`src/rtl/serial_adder_if.sv`:
```
// Handshake and operand/result bundle for serial_adder.
// Carries the sub control only when SERIAL_ADDER_SUB_EN is defined.
interface serial_adder_if #(
  parameter int WIDTH = 8
);
  logic             start;
  logic [WIDTH-1:0] a;
  logic [WIDTH-1:0] b;
  logic             cin;
`ifdef SERIAL_ADDER_SUB_EN
  logic             sub;
`endif
  logic             busy;
  logic             done;
  logic [WIDTH-1:0] sum;
  logic             cout;

`ifdef SERIAL_ADDER_SUB_EN
  modport master (output start, a, b, cin, sub, input busy, done, sum, cout);
  modport slave  (input start, a, b, cin, sub, output busy, done, sum, cout);
`else
  modport master (output start, a, b, cin, input busy, done, sum, cout);
  modport slave  (input start, a, b, cin, output busy, done, sum, cout);
`endif
endinterface

```
`src/rtl/serial_adder.sv`:
```
// Digit-serial adder: DIGIT bits per clock through a ripple of full adders.
// Define SERIAL_ADDER_SUB_EN to add a sub control computing a + ~b + 1.
module serial_adder #(
  parameter int WIDTH = 8,
  parameter int DIGIT = 1
) (
  input  logic          clk,
  input  logic          rst,
  serial_adder_if.slave bus
);
  localparam int N     = WIDTH / DIGIT;
  localparam int CNT_W = (N > 1) ? $clog2(N) : 1;

  typedef enum logic [1:0] {IDLE, RUN, DONE} state_t;

  state_t           state;
  logic [WIDTH-1:0] a_sr;
  logic [WIDTH-1:0] b_sr;
  logic [WIDTH-1:0] res_sr;
  logic             carry;
  logic [CNT_W-1:0] cnt;
  logic             busy_q;
  logic             done_q;
  logic [WIDTH-1:0] sum_q;
  logic             cout_q;

  logic [DIGIT-1:0] dsum;
  logic             dcarry;
  logic             rc;
  logic [WIDTH-1:0] res_next;
  logic             last;

  // NOTE: every variable gets a default at the top of always_comb so no path
  // leaves it unassigned, which would infer a latch.
  always_comb begin
    dsum = '0;
    rc   = carry;
    // NOTE: blocking assignments here let rc ripple from cell to cell within
    // one evaluation, exactly like a chain of full adders.
    for (int i = 0; i < DIGIT; i++) begin
      dsum[i] = a_sr[i] ^ b_sr[i] ^ rc;
      rc      = (a_sr[i] & b_sr[i]) | (rc & (a_sr[i] ^ b_sr[i]));
    end
    dcarry = rc;
  end

  // New digit enters at the top; the widened concat also covers DIGIT == WIDTH.
  assign res_next = WIDTH'({dsum, res_sr} >> DIGIT);
  assign last     = (cnt == CNT_W'(N - 1));

  // NOTE: non-blocking assignments for all state so every flop samples the
  // pre-edge values regardless of statement order.
  always_ff @(posedge clk) begin
    if (rst) begin
      state  <= IDLE;
      a_sr   <= '0;
      b_sr   <= '0;
      res_sr <= '0;
      carry  <= 1'b0;
      cnt    <= '0;
      busy_q <= 1'b0;
      done_q <= 1'b0;
      sum_q  <= '0;
      cout_q <= 1'b0;
    end else begin
      done_q <= 1'b0;
      case (state)
        IDLE, DONE: begin
          if (bus.start) begin
            a_sr   <= bus.a;
`ifdef SERIAL_ADDER_SUB_EN
            b_sr   <= bus.sub ? ~bus.b : bus.b;
            carry  <= bus.sub ? 1'b1 : bus.cin;
`else
            b_sr   <= bus.b;
            carry  <= bus.cin;
`endif
            res_sr <= '0;
            cnt    <= '0;
            busy_q <= 1'b1;
            state  <= RUN;
          end else begin
            state  <= IDLE;
          end
        end
        RUN: begin
          a_sr   <= a_sr >> DIGIT;
          b_sr   <= b_sr >> DIGIT;
          res_sr <= res_next;
          carry  <= dcarry;
          cnt    <= cnt + CNT_W'(1);
          if (last) begin
            sum_q  <= res_next;
            cout_q <= dcarry;
            busy_q <= 1'b0;
            done_q <= 1'b1;
            state  <= DONE;
          end
        end
        default: state <= IDLE;
      endcase
    end
  end

  assign bus.busy = busy_q;
  assign bus.done = done_q;
  assign bus.sum  = sum_q;
  assign bus.cout = cout_q;
endmodule

```
`src/flat_wrapper.sv`:
```
// flat-port wrapper written by rule: the top's interface ports become plain ports
module serial_adder_flat 
#(
  parameter int WIDTH = 8,
  parameter int DIGIT = 1
)
  (clk, rst, bus_start, bus_a, bus_b, bus_cin, bus_busy, bus_done, bus_sum, bus_cout);
  serial_adder_if #(.WIDTH(WIDTH)) bus_i ();
  input  logic clk;
  input  logic rst;
  input wire logic [$bits(bus_i.start)-1:0] bus_start;
  input wire logic [$bits(bus_i.a)-1:0] bus_a;
  input wire logic [$bits(bus_i.b)-1:0] bus_b;
  input wire logic [$bits(bus_i.cin)-1:0] bus_cin;
  output wire logic [$bits(bus_i.busy)-1:0] bus_busy;
  output wire logic [$bits(bus_i.done)-1:0] bus_done;
  output wire logic [$bits(bus_i.sum)-1:0] bus_sum;
  output wire logic [$bits(bus_i.cout)-1:0] bus_cout;
  assign bus_i.start = bus_start;
  assign bus_i.a = bus_a;
  assign bus_i.b = bus_b;
  assign bus_i.cin = bus_cin;
  assign bus_busy = bus_i.busy;
  assign bus_done = bus_i.done;
  assign bus_sum = bus_i.sum;
  assign bus_cout = bus_i.cout;
  serial_adder #(.WIDTH(WIDTH), .DIGIT(DIGIT)) u_core (.clk(clk), .rst(rst), .bus(bus_i));
endmodule
```
`config.mk`:
```
export PLATFORM = sky130hd
export DESIGN_NAME = serial_adder_flat
export DESIGN_NICKNAME = d
export VERILOG_FILES = /design/src/rtl/serial_adder_if.sv /design/src/rtl/serial_adder.sv /design/src/flat_wrapper.sv
export SDC_FILE = /design/constraint.sdc
export NUM_CORES = 1
export LEC_CHECK = 0
export CAP_MARGIN = 5
export CORE_ASPECT_RATIO = 1.2
export CORE_UTILIZATION = 40
export DETAILED_ROUTE_END_ITERATION = 8
export SYNTH_ARGS = -nofsm -noshare
export SYNTH_HDL_FRONTEND = slang
export SYNTH_SLANG_ARGS = --single-unit
```
`constraint.sdc`:
```
create_clock -name clk -period 4.05 [get_ports clk]
set_clock_uncertainty 0.15 [all_clocks]
set_input_delay 0.81 -clock clk [delete_from_list [all_inputs] [get_ports clk]]
set_output_delay 0.81 -clock clk [all_outputs]
set_load 0.005 [all_outputs]
```
==> impl_metrics.csv <==
group,metric,value,unit
synthesis,synthCells,195,
die,ios,31,
synthesis,async_flop_share,0,
die,initial_utilization,0.418,
clocking,cts_hold_buf,0,
setup_path,slowest_delay,0.74,ns
clocking,cts_root_buf,"clkbuf_8",
synthesis,ys_warn_count,0,
setup_path,slowest_stage,"nand2b_1",
flow_run,max-cap-violations,0,
clocking,ctsResizeCount,0,
power,power.leakage,0.714,nW
timing,setup_viol,0,
power,ir_worst_vdd,216,uV
detailed_routing,drc_errors,0,
timing,maxSlewHeadroom,0.195,
detailed_routing,antenna_left,0,
synthesis,avgSynthCellArea,8.46,sq um
setup_path,crit_arrival,2.45,ns
setup_path,worst_setup_path_start_kind,"input port",
detailed_routing,wl_per_cell,11.8,microns
synthesis,synthTopCellsByArea,"dfxtp_1, nand2_1, a21oi_1, a311oi_2, nand3_1",
synthesis,synth_common_cells,"nand2_1, dfxtp_1, a21oi_1",
finish,nets,240,
die,die_w,60.6,microns
clocking,clkTransAtPathRegs,0.07,ns
die,coreArea,3940,sq um
synthesis,netlist.area_leader.share,0.486,
placed_design,portBuffers,30,
detailed_routing,routed_via_density,5.01,
clocking,htreeDepth,2,
global_route,grt_pass1_vias,1279,
setup_path,crit_start,"bus_start",
setup_path,crit_type,"input port to flop",
status,status,"finished clean",
worst_hold_path,hp-start,"u_core.bus.sum[2]",
detailed_routing,first_pass_iters,4,
placed_design,hpwl,1970,microns
finish,synthToLayoutAreaGrowth,23.0,%
die,die_h,72.3,microns
detailed_routing,vias,1357,
clocking,postCtsSetupRepairBufs,0,
timing,finalWorstPathRequiredPeriod,2.40,ns
placed_design,gp_congestion,0.704,
finish,layout-drive-gt1-share,0.0783,
synthesis,yosysUniqueCellTypes,18,
global_route,grt_max_degree,44,
clocking,numClockSinks,40,
synthesis,syn-cell-area,1650,sq um
detailed_routing,wirelength,3210,microns
timing,rsz0062_at_grt,"no",
timing,worstMarginPinSlew,1.21,ns
clocking,clk_latency,0.28,ns
setup_path,crit_path_cell_trace,"clkdlybuf4s50_1 > nand2b_1 > nand2_1 > a311oi_2",
timing,hold_viol_final,0,
clocking,cts_buffers,5,
synthesis,yosysMostFrequentCell,"nand2_1",
clocking,cts_buffer_depth,2,
synthesis,synth-seq-area-share,0.486,
timing,drv_slew,0,
detailed_routing,drtIter0Drc,60,
die,die-area,4380,sq um
global_route,grt-ovfl-total,0,
global_route,grt_pass1_wl,5450,microns
synthesis,synth_seq_cells,40,
global_route,track_usage,0.166,
timing,fin_crit_sh,0.593,
synthesis,yosys.area.top_type,"dfxtp_1",
finish,antenna_cells,0,
power,power,0.802,mW
power,p_per_area,396,nW/um^2
setup_path,r2r-start,"u_core.cnt[0]",
global_route,antenna_found_initial,0,
timing,final.setup.tns,0,ns
setup_path,worstPathRequired,4.09,ns
synthesis,synth.net_count,218,
die,rows,25,
synthesis,synthFlopType,"dfxtp_1",
timing,fmax,416,MHz
synthesis,synth_edf_count,0,
setup_path,worstPathMaxFanout,28,
worst_hold_path,holdCritPathClass,"flop to flop",
clocking,cts_tree,"done",
setup_path,setup.worst_path.end_class,"flop",
[through the flow]
step                hold slack, ns  instances  utilization  cell area, sq um  setup slack [ns]
finish                       0.305        271        0.515              2030              1.65
global route                 0.327        271        0.515              2030              1.52
CTS                          0.307        271        0.515              2030              1.67
detailed placement           0.297        264        0.490              1930              1.38
global placement             0.293        264        0.490              1930              1.45
floorplan                    0.294        195            -              1650              2.31
[worst paths after layout]
check / to / slack (ns) / cells after the start
setup / recovery: u_core.b_sr[5] / 1.65 / 4
setup reg to reg: u_core.bus.busy / 2.09 / 5
hold reg to reg: u_core.bus.sum[2] / 0.31 / 2
hold / removal: u_core.bus.sum[2] / 0.31 / 2
[final cells by class]
type                       instances  area [sq um]
clock buffer                       7          96.3
fill                             407          1910
multi-input combinational        137           741
sequential                        40           801
tap                               54          67.6
timing repair buffer              33           323
[placed cells by master (no fill, tap or decap)]
cell,Yosys,layout
nor2_1,19,19
dfxtp_1,40,40
nor2b_1,2,2
o21a_1,1,1
clkdlybuf4s50_1,0,30
ha_1,2,2
nand3_1,21,21
nand3b_1,1,1
a21oi_1,22,22
buf_4,5,3
nand2_1,50,50
a311oi_2,7,7
nand2b_1,3,3
clkbuf_8,0,7
fa_1,1,1
a311oi_1,8,8
[logic make-up (layout without fill, tap and decap cells)]
| group | count (synthesis) | in the layout | share of synthesized area |
|---|---|---|---|
| buf+inv | 18 | 40 | 0.0652 |
| compound gates | 38 | 38 | 0.178 |
| fa+ha+maj | 3 | 3 | 0.0273 |
| flops | 40 | 40 | 0.486 |
| simple gates | 96 | 96 | 0.244 |
[flip-flops by register name, summed over array words and instances, names as in the netlist, 2 cells and up]
| signal | flops |
|---|---|
| u_core.a_sr | 8 |
| u_core.b_sr | 8 |
| u_core.bus.sum | 8 |
| u_core.res_sr | 7 |
| u_core.cnt | 3 |
| u_core.state | 2 |
[critical path: cells and delay by family]
family	cells	cell delay, ns
buf+inv	1	0.41
simple gates	2	0.92
compound gates	1	0.29
[routing by layer]
layer	track usage	routed length [microns]	vias to the layer above
met5	0	0	-
met4	0.0833	61	0
met3	0.0321	91	5
met2	0.297	1570	21
met1	0.181	1490	628
li1	-	-	703
[power breakdown]
| part | leakage, nW | switching (mW) | internal [mW] | total (mW) |
|---|---|---|---|---|
| registers | 0.327 | 0.0111 | 0.413 | 0.424 |
| clock network | 0.0503 | 0.127 | 0.152 | 0.279 |
| logic | 0.337 | 0.0549 | 0.0442 | 0.0991 |
| total | 0.714 | 0.193 | 0.609 | 0.802 |
No activity file was read; power rests on OpenSTA's default activity.
